**config.mk**
```make
export PLATFORM = sky130hd
export DESIGN_NAME = sw_input_unit_flat
export DESIGN_NICKNAME = d
export VERILOG_FILES = /design/src/rtl/sw_input_unit_if.sv /design/src/rtl/sw_input_unit.sv /design/src/flat_wrapper.sv
export SDC_FILE = /design/constraint.sdc
export NUM_CORES = 1
export LEC_CHECK = 0
export ABC_AREA = 1
export CAP_MARGIN = 20
export CORE_AREA = 2 2 136 138
export CTS_CLUSTER_DIAMETER = 80
export CTS_CLUSTER_SIZE = 8
export DETAILED_ROUTE_END_ITERATION = 7
export DIE_AREA = 0 0 138 140
export GPL_TIMING_DRIVEN = 1
export PLACE_DENSITY = 0.63
export SLEW_MARGIN = 25
export SYNTH_ARGS = -nofsm -noshare
export SYNTH_HDL_FRONTEND = slang
export SYNTH_SLANG_ARGS = --single-unit
```
**constraint.sdc**
```tcl
create_clock -name clk -period 5.5 [get_ports clk]
set_input_delay 1.1 -clock clk [delete_from_list [all_inputs] [get_ports clk]]
set_output_delay 1.1 -clock clk [all_outputs]
set_load 0.005 [all_outputs]
```
**src/rtl/sw_input_unit_if.sv**
```systemverilog
// Read-port bundle between sw_input_unit and whoever polls it (CPU datapath or display mux).
interface sw_input_unit_if;
  logic        rd_en;
  logic [1:0]  rd_addr;
  logic [31:0] rd_data;
  logic        rd_valid;

  modport master (output rd_en, rd_addr, input rd_data, rd_valid);
  modport slave  (input rd_en, rd_addr, output rd_data, rd_valid);
endinterface

```
**src/rtl/sw_input_unit.sv**
```systemverilog
// Slide-switch input unit: two-flop synchroniser, tick-paced per-bit debouncer,
// change-event tracking with read-clear pending bits, and a registered read port.
module sw_input_unit #(
  parameter int WIDTH    = 16,
  parameter int TICK_DIV = 50000,
  parameter int DB_CNT   = 4
) (
  input  logic             clk,
  input  logic             rst,
  input  logic [WIDTH-1:0] sw_raw,
  sw_input_unit_if.slave   rd,
  output logic [WIDTH-1:0] sw_stable,
  output logic             irq
);

  localparam int TW = (TICK_DIV > 1) ? $clog2(TICK_DIV) : 1;
  localparam int CW = (DB_CNT > 1) ? $clog2(DB_CNT) : 1;
  localparam logic [TW-1:0] TICK_LAST = TW'(TICK_DIV - 1);
  localparam logic [CW-1:0] CNT_LAST  = CW'(DB_CNT - 1);

  logic [WIDTH-1:0] s1;
  logic [WIDTH-1:0] s2;
  logic [TW-1:0]    tick_cnt;
  logic             tick;
  logic [CW-1:0]    db_cnt      [WIDTH];
  logic [CW-1:0]    db_cnt_next [WIDTH];
  logic [WIDTH-1:0] accept;
  logic [WIDTH-1:0] stable_next;
  logic [WIDTH-1:0] pending;
  logic [WIDTH-1:0] pending_next;
  logic [WIDTH-1:0] rd_clear;
  logic [15:0]      evt_cnt;
  logic [15:0]      evt_inc;
  logic [31:0]      rd_mux;

  assign tick = (tick_cnt == TICK_LAST);

  always_ff @(posedge clk) begin
    if (rst) begin
      s1       <= '0;
      s2       <= '0;
      tick_cnt <= '0;
    end else begin
      s1       <= sw_raw;
      s2       <= s1;
      tick_cnt <= tick ? '0 : tick_cnt + TW'(1);
    end
  end

  // A bit flips only after DB_CNT consecutive tick samples disagree with it.
  always_comb begin
    accept  = '0;
    evt_inc = '0;
    for (int i = 0; i < WIDTH; i++) begin
      db_cnt_next[i] = db_cnt[i];
      if (tick) begin
        if (s2[i] == sw_stable[i]) begin
          db_cnt_next[i] = '0;
        end else if (db_cnt[i] == CNT_LAST) begin
          db_cnt_next[i] = '0;
          accept[i]      = 1'b1;
        end else begin
          db_cnt_next[i] = db_cnt[i] + CW'(1);
        end
      end
      evt_inc = evt_inc + 16'(accept[i]);
    end
    stable_next = sw_stable ^ accept;
  end

  // Reading pending clears only what was returned; a same-cycle new event survives.
  always_comb begin
    rd_clear = '0;
    case (rd.rd_addr)
      2'd0:    rd_mux = 32'(sw_stable);
      2'd1:    rd_mux = 32'(pending);
      2'd2:    rd_mux = {16'h0, evt_cnt};
      default: rd_mux = 32'h0;
    endcase
    if (rd.rd_en && (rd.rd_addr == 2'd1)) rd_clear = pending;
    pending_next = (pending & ~rd_clear) | accept;
  end

  always_ff @(posedge clk) begin
    if (rst) begin
      sw_stable   <= '0;
      pending     <= '0;
      evt_cnt     <= '0;
      irq         <= 1'b0;
      rd.rd_data  <= '0;
      rd.rd_valid <= 1'b0;
      for (int i = 0; i < WIDTH; i++) db_cnt[i] <= '0;
    end else begin
      sw_stable   <= stable_next;
      pending     <= pending_next;
      evt_cnt     <= evt_cnt + evt_inc;
      irq         <= |pending_next;
      rd.rd_valid <= rd.rd_en;
      if (rd.rd_en) rd.rd_data <= rd_mux;
      for (int i = 0; i < WIDTH; i++) db_cnt[i] <= db_cnt_next[i];
    end
  end

endmodule

```
**src/flat_wrapper.sv**
```systemverilog
// flat-port wrapper written by rule: the top's interface ports become plain ports
module sw_input_unit_flat 
#(
  parameter int WIDTH    = 16,
  parameter int TICK_DIV = 50000,
  parameter int DB_CNT   = 4
)
  (clk, rst, sw_raw, sw_stable, irq, rd_rd_en, rd_rd_addr, rd_rd_data, rd_rd_valid);
  sw_input_unit_if rd_i ();
  input  logic clk;
  input  logic rst;
  input  logic [WIDTH-1:0] sw_raw;
  output logic [WIDTH-1:0] sw_stable;
  output logic irq;
  input wire logic [$bits(rd_i.rd_en)-1:0] rd_rd_en;
  input wire logic [$bits(rd_i.rd_addr)-1:0] rd_rd_addr;
  output wire logic [$bits(rd_i.rd_data)-1:0] rd_rd_data;
  output wire logic [$bits(rd_i.rd_valid)-1:0] rd_rd_valid;
  assign rd_i.rd_en = rd_rd_en;
  assign rd_i.rd_addr = rd_rd_addr;
  assign rd_rd_data = rd_i.rd_data;
  assign rd_rd_valid = rd_i.rd_valid;
  sw_input_unit #(.WIDTH(WIDTH), .TICK_DIV(TICK_DIV), .DB_CNT(DB_CNT)) u_core (.clk(clk), .rst(rst), .sw_raw(sw_raw), .rd(rd_i), .sw_stable(sw_stable), .irq(irq));
endmodule
```
* Word-level counts from Yosys, hierarchy flattened *
Memories as Yosys holds them, arrays and structs flattened.
Cells that the tools add are included.

word-level totals
  flip-flop bits (word level) = 130
  RAM bits = 32
  input bits = 21
  word-level logic and storage cells = 219
  memories = 1

operators by class
  $add $sub $neg = 33
  eq/ne operators = 35
  mux-type cells = 117
  bitwise operators = 20
  reductions and logical operators = 4

memory list
  name           words  bits a word  rd ports  clocked after Yosys merged registers in  write ports  line                 text
  u_core.db_cnt  16     2            16        0                                        16           sw_input_unit.sv:25  logic [CW-1:0] db_cnt [WIDTH];

operators with widths
  cell                   number
  $add 16x1->16          14
  $mux 2                 64
  $mux 1                 51
  $pmux 16 s3            1
  $eq 2x2->1 const B     17
  $add 2x1->2 const B    16
  $add 16x1->16 const B  1
  $add 16x16->16         1
  $and 16x16->16         1
  $eq 1x1->1             16
  $eq 16x16->1 const B   1
  $mux 16                1
  $not 16->16            1
  $or 1x1->1             16
  $or 16x16->16          1
  $reduce_or 16->1       1
  $xor 16x16->16         1
  $add 1x1->2            1
  $eq 2x1->1 const B     1
  $logic_not 2->1        1
  $reduce_or 2->1        1
  $logic_and 1x1->1      1

* Longest topological paths before layout *
An unclocked memory read counts as a cell.

  depth after elaboration = 21
  gate-level depth with buffers = 28

* Least setup slack after synthesis *
Ideal clock, no wire load.

  path type = register to register
  start point = register u_core.tick_cnt[0]
  end point = register u_core.evt_cnt[14]
  setup time = 0.115 ns
  data arrival time = 4.898 ns
  data required time = 5.385 ns
  setup slack = 0.487 ns
  cell stages (with the launch flop) = 27
  buffers on the path = 1
  path through = dfxtp_1 -> ha_1 -> nand3_4 -> nor2_8 -> buf_8 -> nand3_1 -> clkinv_1 -> ha_1 -> inv_1 -> fa_1 -> fa_1 -> fa_1 -> fa_1 -> inv_1 -> ha_1 -> inv_1 -> fa_1 -> o21ai_0 -> nand2_1 -> nand2_1 -> nand2_1 -> nand2_1 -> inv_1 -> nor2_1 -> nand3_1 -> nand2_1 -> nor2_1

on the way
  longest elaborated chain between the ends = 18

RTL lines
  item                          line                 text
  start: declaration            sw_input_unit.sv:23  logic [TW-1:0] tick_cnt;
  start signal: assignment      sw_input_unit.sv:46  tick_cnt <= tick ? '0 : tick_cnt + TW'(1);
  $eq 16x16->1 (*)              sw_input_unit.sv:36  assign tick = (tick_cnt == TICK_LAST);
  $mux 1                        sw_input_unit.sv:56  if (tick) begin
  $add 1x1->2                   sw_input_unit.sv:66  evt_inc = evt_inc + 16'(accept[i]);
  $add 16x1->16 (13 in series)  sw_input_unit.sv:66
  $add 16x1->16 (*)             sw_input_unit.sv:66
  $add 16x16->16 (*)            sw_input_unit.sv:96  evt_cnt <= evt_cnt + evt_inc;
  end signal: assignment        sw_input_unit.sv:96
  end: declaration              sw_input_unit.sv:32  logic [15:0] evt_cnt;

Mark *: on every way between the ends. The rest lies on a longest branch, timed or not.
A chain may end at the register's enable or synchronous reset.

* Worst setup path after layout *
  start point = register u_core.tick_cnt[1]
  end point = register u_core.evt_cnt[10]

Same word-level chain as after synthesis.

==> flow_summary.json <==
{
  "drtIter0Drc": 337,
  "fin_skew_ns": 0.00919,
  "ir_drop_mv": 0.180,
  "rr_worst_depth": 24,
  "cts_tree": "yes",
  "finalSetupTns_ns": 0,
  "place_congestion": 0.845,
  "die_y_um": 140,
  "clockRootBuffer": "clkbuf_16",
  "final_hold_viol_count": 0,
  "finalSetupViolations": 0,
  "yosysUniqueCellTypes": 39,
  "fp.dieW_um": 138,
  "clockBufferDepth": 2,
  "startpoint_type": "flip-flop",
  "numCtsBuffers": 17,
  "regArea_mm2": 0.00293,
  "drive_gt1_share_pct": 8.70,
  "post-route-drc-count": 0,
  "slowest_stage": "fa_1",
  "synth_area_mm2": 0.00701,
  "layout_common_cells": "nand2_1, dfxtp_1, inv_1",
  "min_to": "u_core.s2[8]",
  "avgSynthCellArea_um2": 7.78,
  "postCtsHoldBufs": 0,
  "first_pass_iters": 7,
  "grt_pass1_vias": 5475,
  "portBuffers": 54,
  "num_rows": 49,
  "wl_um": 16300,
  "crit_path_end_kind": "flip-flop",
  "worst_slack_ns": 0.381,
  "hpwl_um": 11600,
  "grt_pass1_wl_um": 26800,
  "grtUsageTotal_pct": 17.2,
  "viasPerCell": 4.82,
  "worstPathRequired_ns": 5.81,
  "clk_latency_ns": 0.42,
  "rsz0062_at_grt": "no",
  "syn_to_final_growth_pct": 19.5,
  "layout_commonest_cell": "nand2_1",
  "tightest_slew_ns": 0.903,
  "critPathMaxFanout": 6,
  "reg2reg_from": "u_core.tick_cnt[1]",
  "slowest_delay_ns": 0.56,
  "path_cells": "ha_2 > nand3_4 > nor2_8 > nand3_1 > clkinv_1 > ha_1 > inv_1 > fa_1 > fa_1 > fa_1 > fa_1 > inv_1 > ha_1 > inv_1 > fa_1 > o21ai_1 > nand2_1 > nand2_1 > nand2_1 > nand2_1 > inv_1 > nor2_2 > a21oi_1 > o21a_1",
  "max_cap_violations": 0,
  "routedWlPerCell_um": 13.6,
  "fillers": 1771,
  "p_leak_uw": 0.00341,
  "r2r_end": "u_core.evt_cnt[10]",
  "fin_crit_ns": 5.12,
  "fin_crit_sh_pct": 93.1,
  "wl_met2_um": 7730,
  "vias": 5759,
  "fmax_ghz": 0.195,
  "antenna_left": 0,
  "crit_type": "reg2reg",
  "syn_inst": 901,
  "arrival_ns": 5.43,
  "antenna_cells": 0,
  "overflow": 0,
  "die_area_mm2": 0.0193,
  "wl_met3_um": 668,
  "grt_max_degree": 73,
  "top_layer": "met4",
  "multi_input_area_mm2": 0.00336,
  "drt-met1-wl_um": 7600,
  "core_mm2": 0.0178,
  "yosysSeqAreaShare_pct": 41.7,
  "maxSlewHeadroom_pct": 39.7,
  "cts.sinks": 146,
  "ys_ff_latch": 146,
  "r2r_slack_ns": 0.38,
  "p_per_area_mw_per_mm2": 295,
  "hold_start": "u_core.s1[8]",
  "slew_violations": 0,
  "crit_path_frequent_cell": "fa_1",
  "antenna_found_initial": 0,
  "layout.nets": 1016,
  "worstHoldPathCells": 2,
  "min_path_type": "reg2reg",
  "htree_levels": 4,
  "place_ws_ns": 0.249,
  "io_pins": 71,
  "initial_utilization_pct": 39.4,
  "status": "complete, no violations",
  "clk_pin_slew_worst_paths_ns": 0.06,
  "ys_warn_count": 0
}
==> power breakdown <==
group,total (uW),leakage [uW],internal [uW],switching [uW]
Combinational,77.0,0.00191,26.3,50.7
Sequential,1080,0.00118,1070,6.90
Clock,1320,0.000313,866,453
==> Yosys cell counts, drive strengths merged <==
| cell | number | share of area, % |
|---|---|---|
| o41ai | 16 | 3.5 |
| nor3b | 2 | 0.21 |
| nor2 | 94 | 5.5 |
| or2 | 2 | 0.18 |
| dfxtp | 146 | 42 |
| o21ai | 56 | 4.0 |
| o21a | 5 | 0.54 |
| ha | 32 | 5.7 |
| clkbuf | 14 | 0.75 |
| xnor2 | 9 | 1.1 |
| clkinv | 4 | 0.21 |
| a21oi | 73 | 5.2 |
| o211ai | 2 | 0.21 |
| nand4 | 3 | 0.27 |
| o31ai | 8 | 0.86 |
| fa | 11 | 3.1 |
| conb | 1 | 0.053 |
| nand3b | 1 | 0.11 |
| nand2 | 161 | 8.7 |
| nand3 | 72 | 6.1 |
| nor3 | 18 | 1.4 |
| inv | 137 | 7.3 |
| nor4 | 2 | 0.27 |
| buf | 32 | 3.0 |
==> how the worst max path moves through the flow <==
stage | end | from
final | u_core.evt_cnt[10] | u_core.tick_cnt[1]
after global routing | u_core.evt_cnt[10] | u_core.tick_cnt[1]
after CTS | u_core.evt_cnt[10] | u_core.tick_cnt[0]
after detailed placement | u_core.evt_cnt[10] | u_core.tick_cnt[0]
after global placement | u_core.evt_cnt[10] | u_core.tick_cnt[0]
after floorplan | u_core.evt_cnt[14] | u_core.tick_cnt[0]
==> state kept, by name, indices dropped and copies added (netlist names) <==
name	cells
u_core.pending	16
u_core.s1	16
u_core.evt_cnt	16
u_core.tick_cnt	16
u_core.rd.rd_data	16
u_core.s2	16
u_core.sw_stable	16
u_core.rd.rd_valid	1
u_core.db_cnt	32
u_core.irq	1
==> stage by stage <==
| step | hold slack [ns] | power, uW | util (%) | cells | cell area, um^2 |
|---|---|---|---|---|---|
| finish | 0.402 | 2470 | 47.1 | 1194 | 8380 |
| global placement | 0.389 | 1180 | 43.1 | 1158 | 7660 |
| floorplan | 0.388 | 1160 | - | 916 | 7070 |
| global route | 0.419 | 2550 | 47.1 | 1194 | 8380 |
| CTS | 0.404 | 2490 | 46.9 | 1190 | 8340 |
| detailed placement | 0.395 | 1180 | 43.1 | 1158 | 7660 |
==> final cells by class <==
class / instances / area share [%]
clock buffers: 20 / 5.33
clock inverters: 12 / 2.72
inverters: 141 / 6.31
multi-input cells: 583 / 40.1
flip-flops and latches: 146 / 34.9
well taps: 229 / 3.42
repair buffers: 63 / 7.24
==> routing by layer <==
metal,GRT usage [%],vias to the layer above
li1,-,2981
met5,0,-
met2,29.1,135
met4,5.85,0
met1,21.8,2622
met3,3.93,21
==> worst max-delay path, delay by kind of cell, from the launching register on <==
family,cells,cell delay (ns)
buf+inv,5,0.40
flops,1,0.37
simple gates,8,0.89
compound gates,3,0.39
fa+ha+maj,8,2.97
==> kinds of logic after synthesis <==
kind of cell	after synthesis	share of synthesized area, %
buffers and inverters	187	11.3
AO/OA/AOI/OAI	160	14.3
other	1	0.0535
AND/OR/NAND/NOR	355	22.7
adder cells (fa/ha/maj)	43	8.85
XOR/XNOR	9	1.12
flip-flops	146	41.7
==> what timing repair did <==
| action | 4_1_cts | 5_1_grt |
|---|---|---|
| setup buffers | 0 | 4 |
| gates resized for setup | 0 | 7 |
| endpoints found under the setup margin | 0 | 4 |
No activity file was read; power rests on OpenSTA's default activity.
